<file path="src/rtl/dmem_pkg.sv">
// -----------------------------------------------------------------------------
// dmem_pkg
// Shared types and constants for the handshaked data memory (dmem_hs) and its
// lane formatting helper (dmem_lane_fmt).
//   size_e   : access size encoding as it appears on req_size
//   state_e  : FSM states of the request/response sequencer
//   req_t    : one captured load/store request
//   WAIT_MAX : largest supported number of wait states
//   normSize : folds the reserved size code 3 onto a word access
// -----------------------------------------------------------------------------
package dmem_pkg;

  typedef enum logic [1:0] {
    SZ_BYTE = 2'd0,
    SZ_HALF = 2'd1,
    SZ_WORD = 2'd2
  } size_e;

  typedef enum logic [1:0] {
    IDLE = 2'd0,
    WAIT = 2'd1,
    RESP = 2'd2
  } state_e;

  // Size stays a raw 2-bit field so the reserved code survives capture.
  typedef struct packed {
    logic        we;
    logic [1:0]  size;
    logic        isUnsigned;
    logic [31:0] addr;
    logic [31:0] wdata;
  } req_t;

  localparam int WAIT_MAX = 15;

  // The reserved size code behaves exactly like a word access.
  function automatic size_e normSize(input logic [1:0] size);
    return (size == 2'd3) ? SZ_WORD : size_e'(size);
  endfunction

endpackage

</file>
<file path="src/rtl/dmem_lane_fmt.sv">
// -----------------------------------------------------------------------------
// dmem_lane_fmt
// Combinational byte-lane formatter for a 32-bit little-endian memory word.
// Produces the store byte enables and merged word, the right-justified and
// extended load value, and a misalignment flag. Also used by the cache fill
// path, so it carries no state.
// Ports:
//   size_i       in  2   access size (0 byte, 1 half, 2/3 word)
//   unsigned_i   in  1   zero-extend (1) or sign-extend (0) sub-word loads
//   offset_i     in  2   byte offset within the word (addr[1:0])
//   wdata_i      in  32  right-justified store data
//   word_i       in  32  current memory word
//   be_o         out 4   lanes written by a store
//   merged_o     out 32  word after the store merge
//   rdata_o      out 32  extended load result
//   misaligned_o out 1   half at odd offset, or word at non-zero offset
// Sub-word accesses with stray low offset bits are forced onto the naturally
// aligned lane here; the caller decides whether misalignment is an error.
// -----------------------------------------------------------------------------
module dmem_lane_fmt
  import dmem_pkg::*;
(
  input  logic [1:0]  size_i,
  input  logic        unsigned_i,
  input  logic [1:0]  offset_i,
  input  logic [31:0] wdata_i,
  input  logic [31:0] word_i,
  output logic [3:0]  be_o,
  output logic [31:0] merged_o,
  output logic [31:0] rdata_o,
  output logic        misaligned_o
);

  size_e       sz;
  logic [1:0]  off;
  logic [31:0] wideData;
  logic [7:0]  selByte;
  logic [15:0] selHalf;

  // Decode size into an aligned offset, lane enables and replicated store
  // data, so every enabled lane already sees the right source byte.
  always_comb begin
    sz           = normSize(size_i);
    off          = 2'b00;
    misaligned_o = 1'b0;
    be_o         = 4'b1111;
    wideData     = wdata_i;
    case (sz)
      SZ_BYTE: begin
        off      = offset_i;
        be_o     = 4'b0001 << offset_i;
        wideData = {4{wdata_i[7:0]}};
      end
      SZ_HALF: begin
        off          = {offset_i[1], 1'b0};
        misaligned_o = offset_i[0];
        be_o         = offset_i[1] ? 4'b1100 : 4'b0011;
        wideData     = {2{wdata_i[15:0]}};
      end
      default: begin
        misaligned_o = (offset_i != 2'b00);
      end
    endcase
  end

  // Store merge: enabled lanes take new data, the rest keep the old word.
  always_comb begin
    merged_o = word_i;
    for (int i = 0; i < 4; i++) begin
      if (be_o[i]) begin
        merged_o[8*i +: 8] = wideData[8*i +: 8];
      end
    end
  end

  // Load path: pick the addressed lanes, then extend to 32 bits.
  always_comb begin
    selByte = word_i[8*off +: 8];
    selHalf = off[1] ? word_i[31:16] : word_i[15:0];
    rdata_o = word_i;
    case (sz)
      SZ_BYTE: rdata_o = unsigned_i ? {24'h0, selByte} : {{24{selByte[7]}}, selByte};
      SZ_HALF: rdata_o = unsigned_i ? {16'h0, selHalf} : {{16{selHalf[15]}}, selHalf};
      default: rdata_o = word_i;
    endcase
  end

endmodule

</file>
<file path="src/rtl/dmem_hs.sv">
// -----------------------------------------------------------------------------
// dmem_hs
// Handshaked data memory for the multi-cycle and pipelined MIPS cores. Takes
// one load/store at a time over valid/ready, waits WAIT_CYCLES cycles, then
// performs the access and returns a one-cycle response pulse.
// Parameters:
//   DEPTH        number of 32-bit words (power of two, 4..4096)
//   WAIT_CYCLES  wait states between acceptance and access (0..WAIT_MAX)
// Ports:
//   clk           in  1   clock, all state on posedge
//   reset         in  1   synchronous active-high reset
//   req_valid     in  1   request present
//   req_ready     out 1   high only while idle
//   req_we        in  1   1 store, 0 load
//   req_size      in  2   0 byte, 1 half, 2 word, 3 treated as word
//   req_unsigned  in  1   loads: 1 zero-extend, 0 sign-extend
//   req_addr      in  32  byte address, wraps modulo 4*DEPTH
//   req_wdata     in  32  right-justified store data
//   rsp_valid     out 1   one-cycle response pulse
//   rsp_rdata     out 32  extended load data, 0 for stores and errors
//   rsp_err       out 1   misaligned access flag
// Build option:
//   DMEM_MISALIGN_CHK_EN  when defined, misaligned half/word accesses do not
//                         write and respond with rsp_err=1, rsp_rdata=0.
//                         When undefined, low address bits are forced to
//                         alignment and rsp_err stays 0.
// The RAM has no reset; its contents survive a reset.
// -----------------------------------------------------------------------------
module dmem_hs
  import dmem_pkg::*;
#(
  parameter int DEPTH       = 32,
  parameter int WAIT_CYCLES = 1
) (
  input  logic        clk,
  input  logic        reset,
  input  logic        req_valid,
  output logic        req_ready,
  input  logic        req_we,
  input  logic [1:0]  req_size,
  input  logic        req_unsigned,
  input  logic [31:0] req_addr,
  input  logic [31:0] req_wdata,
  output logic        rsp_valid,
  output logic [31:0] rsp_rdata,
  output logic        rsp_err
);

  localparam int         AW       = $clog2(DEPTH);
  localparam logic [3:0] LAST_CNT = (WAIT_CYCLES > 0) ? 4'(WAIT_CYCLES - 1) : 4'd0;
  localparam logic [1:0] S_IDLE   = IDLE;
  localparam logic [1:0] S_WAIT   = WAIT;
  localparam logic [1:0] S_RESP   = RESP;

  logic [1:0]  state_q, state_d;
  logic [3:0]  waitCnt_q, waitCnt_d;
  req_t        req_q, req_d;
  logic [31:0] rspRdata_q, rspRdata_d;
  logic        rspErr_q, rspErr_d;

  req_t        reqIn;
  req_t        acc;
  logic        commit;
  logic        memWe;
  logic [AW-1:0] wordIdx;
  logic [31:0] memWord;
  logic [31:0] merged;
  logic [31:0] loadData;
  logic [3:0]  be;
  logic        misaligned;
  logic        fault;
  logic        unusedBits;

  logic [31:0] mem [DEPTH];

  always_comb begin
    reqIn.we         = req_we;
    reqIn.size       = req_size;
    reqIn.isUnsigned = req_unsigned;
    reqIn.addr       = req_addr;
    reqIn.wdata      = req_wdata;
  end

  // With zero wait states the access commits on the acceptance edge itself,
  // before the request register holds it, so take the live inputs then.
  assign acc     = (state_q == S_IDLE) ? reqIn : req_q;
  assign wordIdx = acc.addr[AW+1:2];
  assign memWord = mem[wordIdx];

  dmem_lane_fmt u_lane_fmt (
    .size_i       (acc.size),
    .unsigned_i   (acc.isUnsigned),
    .offset_i     (acc.addr[1:0]),
    .wdata_i      (acc.wdata),
    .word_i       (memWord),
    .be_o         (be),
    .merged_o     (merged),
    .rdata_o      (loadData),
    .misaligned_o (misaligned)
  );

`ifdef DMEM_MISALIGN_CHK_EN
  assign fault      = misaligned;
  assign unusedBits = ^{be, acc.addr[31:AW+2]};
`else
  assign fault      = 1'b0;
  assign unusedBits = ^{be, acc.addr[31:AW+2], misaligned};
`endif

  // Sequencer: IDLE accepts, WAIT burns the wait states, RESP pulses once.
  // commit marks the edge that enters RESP, where the access happens.
  always_comb begin
    state_d   = state_q;
    waitCnt_d = waitCnt_q;
    req_d     = req_q;
    commit    = 1'b0;
    case (state_q)
      S_IDLE: begin
        if (req_valid) begin
          req_d     = reqIn;
          waitCnt_d = 4'd0;
          if (WAIT_CYCLES == 0) begin
            state_d = S_RESP;
            commit  = 1'b1;
          end else begin
            state_d = S_WAIT;
          end
        end
      end
      S_WAIT: begin
        waitCnt_d = waitCnt_q + 4'd1;
        if (waitCnt_q == LAST_CNT) begin
          state_d = S_RESP;
          commit  = 1'b1;
        end
      end
      S_RESP: begin
        state_d = S_IDLE;
      end
      default: begin
        state_d = S_IDLE;
      end
    endcase
  end

  // Response data is registered at the commit edge and held afterwards.
  always_comb begin
    rspRdata_d = rspRdata_q;
    rspErr_d   = rspErr_q;
    if (commit) begin
      rspErr_d   = fault;
      rspRdata_d = (acc.we || fault) ? 32'h0 : loadData;
    end
  end

  // Reset on the commit edge must also suppress the write.
  assign memWe = commit && acc.we && !fault && !reset;

  // RAM write port; deliberately not reset.
  always_ff @(posedge clk) begin
    if (memWe) begin
      mem[wordIdx] <= merged;
    end
  end

  // Control and response registers with synchronous reset.
  always_ff @(posedge clk) begin
    if (reset) begin
      state_q    <= S_IDLE;
      waitCnt_q  <= 4'd0;
      req_q      <= '0;
      rspRdata_q <= 32'h0;
      rspErr_q   <= 1'b0;
    end else begin
      state_q    <= state_d;
      waitCnt_q  <= waitCnt_d;
      req_q      <= req_d;
      rspRdata_q <= rspRdata_d;
      rspErr_q   <= rspErr_d;
    end
  end

  assign req_ready = (state_q == S_IDLE);
  assign rsp_valid = (state_q == S_RESP);
  assign rsp_rdata = rspRdata_q;
  assign rsp_err   = rspErr_q;

endmodule
</file>
<file path="config.mk">
export PLATFORM = sky130hd
export DESIGN_NAME = dmem_hs
export DESIGN_NICKNAME = d
export VERILOG_FILES = /design/src/rtl/dmem_pkg.sv /design/src/rtl/dmem_lane_fmt.sv /design/src/rtl/dmem_hs.sv
export SDC_FILE = /design/constraint.sdc
export NUM_CORES = 1
export LEC_CHECK = 0
export CAP_MARGIN = 40
export CORE_AREA = 4 4 414 416
export DETAILED_ROUTE_END_ITERATION = 16
export DIE_AREA = 0 0 418 420
export GPL_TIMING_DRIVEN = 0
export HOLD_SLACK_MARGIN = 0.1
export PLACE_DENSITY = 0.42
export SLEW_MARGIN = 20
export SYNTH_ARGS = -nofsm -noshare
export SYNTH_HDL_FRONTEND = slang
export SYNTH_HIERARCHICAL = 1
export SYNTH_SLANG_ARGS = --single-unit
</file>
<file path="constraint.sdc">
create_clock -name clk -period 4.8 [get_ports clk]
set_input_delay 0.96 -clock clk [delete_from_list [all_inputs] [get_ports clk]]
set_output_delay 0.96 -clock clk [all_outputs]
set_load 0.01 [all_outputs]
</file>
-- Yosys cells after proc, flatten, opt, wreduce, memory -nomap -nowiden
Memories as Yosys holds them, arrays and structs flattened.
Cells that the tools add are included.
- add/sub/neg operators: 1
- equality and inequality tests: 6
- shift operators: 2
- multiplexer cells: 24
- reductions and logical operators: 10
- operators with widths (kind ; number):
    $pmux W32 S2 ; 2
    $mux W32 ; 3
    $mux W68 ; 1
    $mux W8 ; 4
    $shiftx A32 B6 Y8 ; 1
    $mux W16 ; 1
    $pmux W4 S2 ; 2
    $mux W4 ; 2
    $pmux W2 S2 ; 2
    $mux W2 ; 3
    $reduce_and A2 Y1 ; 3
    $add A4 B1 Y4 const B ; 1
    $eq A2 B1 Y1 const B ; 2
    $eq A2 B2 Y1 const B ; 2
    $logic_not A2 Y1 ; 2
    $logic_not A4 Y1 ; 1
    $mux W1 ; 4
    $ne A2 B2 Y1 const B ; 2
    $shl A1 B2 Y4 const A ; 1
    $logic_and A1 B1 Y1 ; 2
    $reduce_bool A2 Y1 ; 1
    $logic_not A1 Y1 ; 1
- flip-flop bits (word level): 106
- bits in writable memories: 1024
- input port bits: 71
- logic and storage cells: 52
- memories kept: 1
- memory list (memory ; depth ; bits a word ; rd ports ; clocked after memory_dff ; wr ports ; RTL line ; RTL):
    mem ; 32 ; 32 ; 1 ; 0 ; 1 ; dmem_hs.sv:74 ; logic [31:0] mem [DEPTH];

-- Depth between registers and ports, before layout
Gate-level depths: netlist of the first run.
- word-level depth: 10
- gate-level depth with buffers: 17

-- By module
The synthesis of the first run kept the hierarchy.
- modules (own cells, without submodules) (module ; times used ; cells an instance ; area an instance (µm²)):
    dmem_hs ; 1 ; 2278 ; 40423.8
    dmem_lane_fmt ; 1 ; 226 ; 1383.8

-- Least setup slack after synthesis of the first run
Ideal clock, no wire load.
- kind: reg2reg
- start: reg state_q[1]
- end: mem mem[0][29], data pin
- setup time: 454 ps
- data arrival time: 4000 ps
- required time: 4346 ps
- setup slack: 346 ps
- cell stages (with the launch flop): 13
- period minus slack after synthesis: 4454 ps
- cells stage by stage: dfxtp_1 -> nor2_4 -> buf_6 -> buf_2 -> clkbuf_1 -> clkbuf_1 -> mux2_2 -> buf_4 -> clkbuf_1 -> buf_2 -> nor2_1 -> a21oi_1 -> o21ai_0
- RTL lines (what ; RTL line ; RTL):
    start: declaration ; dmem_hs.sv:55 ; logic [1:0] state_q, state_d;
    start signal: assignment ; dmem_hs.sv:175 ; state_q <= state_d;
    end: declaration ; dmem_hs.sv:74 ;

-- Final worst setup path of the first run
- start: in req_addr[3]
- end: reg rspRdata_q[1], in the netlist rsp_rdata[1]
- cells in the longest elaborated chain, start to end: 6
- elaborated cells between the ends (all ways): 8
- those cells by class: shift: 1; mux: 6; memory: 1
- RTL lines (what ; RTL line ; RTL):
    start: declaration ; dmem_hs.sv:42 ; input logic [31:0] req_addr,
    $mux W68 ; dmem_hs.sv:86 ; assign acc = (state_q == S_IDLE) ? reqIn : req_q;
    $mem_v2 Z32 W32 ; n/a ;
    net memWord[25] ; dmem_hs.sv:66 ; logic [31:0] memWord;
    $shiftx A32 B6 Y8 ; dmem_lane_fmt.sv:78 ; selByte = word_i[8*off +: 8];
    $mux W32 ; dmem_lane_fmt.sv:82 ; SZ_BYTE: rdata_o = unsigned_i ? {24'h0, selByte} : {{24{selByte[7]}}, selByte};
    $pmux W32 S2 ; dmem_lane_fmt.sv:81 ; case (sz)
    net loadData[1] ; dmem_hs.sv:68 ; logic [31:0] loadData;
    $mux W32 ; dmem_hs.sv:152 ; rspRdata_d = (acc.we || fault) ? 32'h0 : loadData;
    end signal: assignment ; dmem_hs.sv:178 ; rspRdata_q <= rspRdata_d;
    end: declaration ; dmem_hs.sv:58 ; logic [31:0] rspRdata_q, rspRdata_d;
The timed path passes the listed nets, and every way through them passes these cells.
A chain may end at the register's enable or synchronous reset.

==> impl_metrics.toml, run 1 <==
[run_status]
status = "complete, no violations"

[routing]
drt.antenna.violating_nets = 0
wl_um = 147000
routed-wl-met3_um = 8180
wl_met1_um = 64100
drt_iter0_drc = 2662
drcViolationCount = 0
dr.pass1.iters = 5
routedWlPerCell_um = 28.8
dr_wl_met2_um = 70400
dr.max_layer_used = "met4"
viasPerCell = 5.02
via_count = 25700

[yosys]
avgSynthCellArea_um2 = 16.7
syn_inst = 2498
synthesis.nets = 2571
ys_warn_count = 6
netlist_area_mm2 = 0.0418

[sta]
min_period_over_period = 0.986
fin_ws_ns = 0.0677
slew_headroom = 0.368
finalClockSkew_ns = 0.0532
maxSlewViolCount = 0
hold_ws_ns = 0.454
clock.fmax_mhz = 211
finalSetupViolations = 0
finalHoldViolations = 0
finalCriticalPeriod_ns = 4.73
setup_tns_ns = 0
worst_slew_pin_slew_ns = 0.949

[clock_tree]
root_buffer = "clkbuf_16"
clkLatencyLatePin_ns = 0.76
cts_max_level = 3
cts.clk_slew.worst_paths_ns = 0.06
cts_buffers = 118
cts_tree = "done"
hold_buffers = 0
clockBufferDepth = 3
cts_sinks = 1105

[floorplanning]
rows = 150
start_util = 0.250
die-area_mm2 = 0.176
die_w_um = 418
dieHeight_um = 420
core_region_area_mm2 = 0.167
io_pins = 106

[setup_path]
max_stage_delay_ns = 0.56
required_ns = 5.49
r2r_slack_ns = 0.12
critPathSlowestCell = "clkdlybuf4s50_1"
end_kind = "flip-flop"
crit_chain = "clkdlybuf4s50_1, or4b_1, o21ai_2, buf_8, buf_4, clkbuf_1, a22o_1, a221oi_1, o22ai_1, or4_1, mux2i_1, o221ai_1, a22oi_1, nor2_1"
start_kind = "input pin"
cp_data_arrival_time_ns = 5.42
cp_max_fo = 10
rr_worst_depth = 13
worstSetupPathType = "input pin to flip-flop"

[finish]
areaGrowthSynthToFinish_pct = 24.7
layout_common_cells = "edfxtp_1, a22o_1, a221oi_1, nand2_1, clkbuf_1"
final_common_cell = "edfxtp_1"
fin_cells = 5107
design_area_mm2 = 0.0521
drive_above_1_share = 0.168
nets = 2879
finish.utilization = 0.312
antennaDiodeCount = 0

[placement]
placed_cell_area_mm2 = 0.0484
routabilityCongestion = 0.786
pre_cts_ws_ns = -1.62
port_buffers = 78
hpwlAfterDp_um = 104000
place_inst = 4894

[pwr]
power.density_mw_per_mm2 = 461
total_power_mw = 24.0
p_leak_nw = 16.5
vdd_drop_max_uv = 300

[job]
drv_cap = 0

[global_routing]
grt_pass1_vias = 25600
grt_max_degree = 33
grt_antenna_before_repair = 3
grt.total_usage = 0.164
grt_pass1_wl_um = 205000
overflow = 0

[min_path]
holdPathStages = 2
worstHoldPathType = "flip-flop to flip-flop"
-- flip-flops by register name, summed over array words and instances, names as in the netlist --
| name | cells |
|---|---|
| rsp_rdata | 32 |
| state_q | 2 |
| mem | 1024 |
| waitCnt_q | 4 |
| req_q | 43 |
-- power by group --
group	total (mW)	switching (mW)	internal, mW
combinational	4.21	2.94	1.27
clock	8.48	3.83	4.65
sequential	11.3	0.0339	11.3
-- cell type report --
cell class	count	area, um^2
flip-flops and latches	1105	32400
plain buffers	183	812
clock inverters	58	408
well taps	2204	2760
clock buffers	159	3150
repair buffers	194	3280
fillers	16300	115000
multi-input cells	1196	9290
inverters	8	30.0
-- repair_timing --
action | 4_1_cts | 5_1_grt
resized for setup | 37 | 53
buffers inserted | 0 | 2
pin swaps | 1 | 2
setup endpoints to repair | 73 | 373
hold endpoints to repair | 0 | 0
-- worst max-delay path: cells and delay by family --
kind	cells	cell delay, ns
AOI/OAI and AO/OA	6	1.57
and+or+nand+nor	3	1.11
buffers and inverters	4	1.59
muxes	1	0.14
-- routing by layer --
metal  up-vias  global-route usage
met5         -                   0
met4         0              0.0530
met3       189              0.0244
met2       845               0.271
met1     13600               0.222
li1      11100                   -
-- final timing paths --
kind,from,endpoint
setup / recovery,req_addr[3],rsp_rdata[1]
hold / removal,req_q[5],req_q[5]
setup reg to reg,state_q[1],rsp_rdata[9]
hold reg to reg,req_q[5],req_q[5]
Power figures use the tool's default switching activity.
==> run 2, diff against run 1 <==
Settings changed: CTS_CLUSTER_DIAMETER set to 30.
==> impl_metrics.toml, run 2 (same netlist as run 1, synthesis figures left out) <==
[run_status]
status = "complete, no violations"

[finish]
multi_input_area_mm2 = 0.00926
max_flop_register = "mem"
layout_common_cells = "edfxtp_1, clkbuf_16, a22o_1, a221oi_1, nand2_1"
regArea_mm2 = 0.0324
drive_above_1_share = 0.228
areaGrowthSynthToFinish_pct = 37.3
finish.utilization = 0.343
nFillCells = 15900
final_common_cell = "edfxtp_1"
nets = 3037
fin_cells = 5366
largest_reg_flops = 1024

[global_routing]
overflow = 0
grt.total_usage = 0.168
grt_max_degree = 33
grt_pass1_wl_um = 210000
grt_antenna_before_repair = 5
grt_pass1_vias = 27200

[setup_path]
crit_family = "compound AO/OA/AOI/OAI gates"
critical_path_buf_inv_count = 4
cp_data_arrival_time_ns = 5.46
worstSetupPathType = "input pin to flip-flop"
end_kind = "flip-flop"
cp_max_fo = 10
cp.depth = 16
start_kind = "input pin"
crit_chain = "clkdlybuf4s50_1, or4b_1, o21ai_2, buf_8, buf_2, buf_2, a22o_1, a221oi_1, o22ai_1, or4_1, nor2_1, a221o_1, a2111oi_4, a221o_1, a22oi_1, nor2_1"
required_ns = 5.56
rr_worst_depth = 13
max_stage_delay_ns = 0.56
critPathSlowestCell = "clkdlybuf4s50_1"

[min_path]
worstHoldPathType = "flip-flop to flip-flop"
holdPathStages = 2

[routing]
wl_um = 150000
dr.pass1.iters = 8
via_count = 26700
drt_iter0_drc = 2764
drt.antenna.violating_nets = 0
routedWlPerCell_um = 28.0
drcViolationCount = 0
viasPerCell = 4.98

[sta]
slew_headroom = 0.356
finalCriticalPeriod_ns = 4.70
clock.fmax_mhz = 213
hold_ws_ns = 0.450
maxSlewViolCount = 0
min_period_over_period = 0.979
fin_ws_ns = 0.103
finalHoldViolations = 0
rsz0062_at_grt = "yes"
finalClockSkew_ns = 0.0704
worst_slew_pin_slew_ns = 0.967
finalSetupViolations = 0

[placement]
hpwlAfterDp_um = 104000
pre_cts_ws_ns = -1.62
port_buffers = 78
place_inst = 4894
routabilityCongestion = 0.786

[clock_tree]
clockBufferDepth = 4
cts_tree = "done"
cts_buffers = 277
cts_setup_buffers = 0
clkLatencyLatePin_ns = 0.86
hold_buffers = 0
cts.clk_slew.worst_paths_ns = 0.04
cts_max_level = 5
root_buffer = "clkbuf_16"
cts_sinks = 1105

[floorplanning]
die_w_um = 418
start_util = 0.250
core_region_area_mm2 = 0.167
rows = 150
dieHeight_um = 420
die-area_mm2 = 0.176
io_pins = 106

[pwr]
total_power_mw = 33.3
power.density_mw_per_mm2 = 580
p_leak_nw = 19.0
vdd_drop_max_uv = 306

[job]
drv_cap = 0
[run 2: layout make-up]
| type | count | area share |
|---|---|---|
| Sequential cell | 1105 | 0.564 |
| Multi-Input combinational cell | 1196 | 0.161 |
| Clock buffer | 331 | 0.128 |
| Timing Repair Buffer | 192 | 0.0569 |
| Tap cell | 2204 | 0.0481 |
| Clock inverter | 145 | 0.0270 |
| Buffer | 184 | 0.0141 |
| Inverter | 8 | 0.000523 |
| Antenna cell | 1 | 0.0000436 |
[run 2: path summary, 6_finish.rpt]
check | from | to | slack (ns)
hold / removal | req_q[27] | req_q[27] | 0.45
hold reg to reg | req_q[27] | req_q[27] | 0.45
setup reg to reg | state_q[1] | rsp_rdata[9] | 0.16
setup / recovery | req_addr[3] | rsp_rdata[11] | 0.10
[run 2: power breakdown]
part / leakage, nW / switching (mW) / internal (mW)
sequential: 9.96 / 0.0341 / 11.3
clock: 4.33 / 5.29 / 12.4
combinational: 4.75 / 2.94 / 1.26
total: 19.0 / 8.26 / 25.0
[run 2: layer usage]
| metal | wire length [um] | global-route usage | share of wire |
|---|---|---|---|
| met3 | 8970 | 0.0329 | 0.060 |
| met5 | 0 | 0 | 0 |
| met1 | 64800 | 0.222 | 0.43 |
| met2 | 71700 | 0.274 | 0.48 |
| met4 | 4580 | 0.0618 | 0.030 |
[run 2: repair_timing]
action | in CTS | in global routing
pin swaps | 0 | 1
setup endpoints to repair | 24 | 59
endpoints found under the hold margin | 0 | 0
gates resized for setup | 36 | 46
[run 2: worst min-delay path, stage by stage (launching register included)]
cell	delay (ns)
dfxtp_1	0.30
nand2_1	0.05
a21oi_1	0.05
[run 2: metrics by stage]
step | instance area (um^2) | TNS [ns]
after detailed placement | 48400 | -793.84
after global placement | 45300 | -6321.36
final | 57400 | 0
after CTS | 57300 | 0
after floorplan | 41800 | 0
after global routing | 57400 | -0.00144
==> run 3, diff against run 2 <==
Settings changed: CORE_AREA 4 4 414 416 to 4 4 284 425, DIE_AREA 0 0 418 420 to 0 0 288 429, PLACE_DENSITY 0.42 to 0.56.
Clock period 4.8 ns to 4.14 ns, I/O delays scaled along.
==> impl_metrics.toml, run 3 (same netlist as run 1, synthesis figures left out) <==
[run_status]
status = "finished with violations"
failed_checks = "negative setup slack"

[setup_path]
cp_max_fo = 10
cp_data_arrival_time_ns = 4.84
max_stage_delay_ns = 0.54
critical_path_buf_inv_count = 4
critPathSlowestCell = "clkdlybuf4s50_1"
worstSetupEndpoint = "rsp_rdata[14]"
worstSetupPathType = "input pin to flip-flop"
rr_worst_depth = 12
start_kind = "input pin"
cpMostUsedCell = "a221o_1"
crit_family = "compound AO/OA/AOI/OAI gates"
r2r_slack_ns = -0.01
r2r_end = "mem[10][21]"
crit_start = "req_addr[3]"
r2r-start = "state_q[0]"
cp.depth = 16
required_ns = 4.80
crit_chain = "clkdlybuf4s50_1, or4b_1, o21ai_4, buf_8, clkbuf_4, a22o_1, a221oi_4, o22ai_2, or4_4, nor4b_1, a221o_1, a2111oi_4, buf_4, a221o_1, a22oi_1, nor2_1"
end_kind = "flip-flop"

[placement]
port_buffers = 78
pre_cts_ws_ns = -1.87
hpwlAfterDp_um = 96300
routabilityCongestion = 0.956
placed_cell_area_mm2 = 0.0465
place_inst = 4201

[clock_tree]
hold_buffers = 0
cts_sinks = 1105
clkLatencyLatePin_ns = 0.75
root_buffer = "clkbuf_16"
cts.clk_slew.worst_paths_ns = 0.06
clockBufferDepth = 3
cts_buffers = 133
cts_tree = "done"
cts_max_level = 4

[sta]
worst_slew_pin_slew_ns = 0.946
finalClockSkew_ns = 0.0258
setup_tns_ns = -0.604
finalSetupViolations = 21
clock.fmax_mhz = 239
slew_headroom = 0.369
hold_ws_ns = 0.434
fin_ws_ns = -0.0411
finalHoldViolations = 0
rsz0062_at_grt = "yes"
finalCriticalPeriod_ns = 4.18
maxSlewViolCount = 0
min_period_over_period = 1.01

[floorplanning]
io_pins = 106
rows = 154
die_w_um = 288
core_region_area_mm2 = 0.117
dieHeight_um = 429
start_util = 0.357
die-area_mm2 = 0.124

[finish]
layout_common_cells = "edfxtp_1, a22o_1, a221oi_1, nand2_1, clkbuf_16"
design_area_mm2 = 0.0526
final_common_cell = "edfxtp_1"
nets = 2933
max_flop_register = "mem"
finish.utilization = 0.449
areaGrowthSynthToFinish_pct = 25.8
drive_above_1_share = 0.229
fin_cells = 4534
largest_reg_flops = 1024

[min_path]
worstHoldPathType = "input pin to flip-flop"
holdPathStages = 3

[pwr]
total_power_mw = 29.7
vdd_drop_max_uv = 421
p_leak_nw = 17.2
power.density_mw_per_mm2 = 564

[global_routing]
grt_pass1_wl_um = 192000
grt_max_degree = 33
grt_antenna_before_repair = 4
grt_pass1_vias = 26400
grt.total_usage = 0.218
overflow = 0

[routing]
drt_iter0_drc = 2891
drt.antenna.violating_nets = 0
via_count = 26400
dr.pass1.iters = 5
drcViolationCount = 0
viasPerCell = 5.82
routedWlPerCell_um = 30.6
wl_um = 139000

[job]
drv_cap = 0
==> run 3: cell count changes in the layout (fill, tap and decap cells not counted), sizes merged <==
cell	previous run	this run
clkinv	91	47
or3	1	2
inv	13	33
diode	1	5
bufinv	32	10
clkbuf	466	272
buf	163	215
dlymetal6s2s	0	1
clkdlybuf4s50	78	77
clkinvlp	17	12
==> run 3: worst reg2reg max path: stages (launching register included) <==
cell	delay [ns]
dfxtp_2	0.42
nor2_4	0.06
buf_6	0.14
o31ai_1	0.40
buf_2	0.27
buf_4	0.31
buf_2	0.33
a221oi_1	0.17
o22ai_1	0.72
or4_1	0.43
nand2_1	0.18
o21ai_4	0.33
buf_16	0.23
==> run 3: final cells by class <==
cell class | instances | area (um^2)
Antenna cell | 5 | 12.5
Buffer | 185 | 961
Clock buffer | 150 | 3410
Clock inverter | 94 | 988
Fill cell | 10100 | 64600
Inverter | 8 | 30.0
Multi-Input combinational cell | 1197 | 9680
Sequential cell | 1105 | 32400
Tap cell | 1560 | 1950
Timing Repair Buffer | 230 | 3160
==> run 3: what timing repair did <==
| action | in CTS | in global routing |
|---|---|---|
| pin swaps | 10 | 22 |
| resized for setup | 162 | 89 |
| setup endpoints to repair | 1672 | 782 |
| gates cloned | 0 | 1 |
| setup buffers | 14 | 73 |
==> run 3: how the worst min path moves through the flow <==
stage	from	endpoint	slack (ns)
finish	req_addr[2]	req_q[34]	0.43
CTS	req_q[27]	req_q[27]	0.46
detailed placement	req_q[15]	req_q[15]	0.45
global placement	req_q[11]	req_q[11]	0.44
floorplan	req_q[0]	req_q[0]	0.43
global route	req_addr[2]	req_q[34]	0.44
==> run 3: where the power goes <==
part	switching [mW]	internal, mW	total [mW]
Sequential	0.0427	13.1	13.1
Clock	4.81	6.72	11.5
Combinational	3.44	1.56	5.00
Total	8.30	21.4	29.7
==> run 3: per-layer routing <==
layer | up-vias | routed length, um | track usage
met5 | - | 0 | 0
met4 | 0 | 13500 | 0.170
met3 | 416 | 9260 | 0.0392
met2 | 1322 | 69200 | 0.376
met1 | 13400 | 46900 | 0.234
li1 | 11200 | - | -
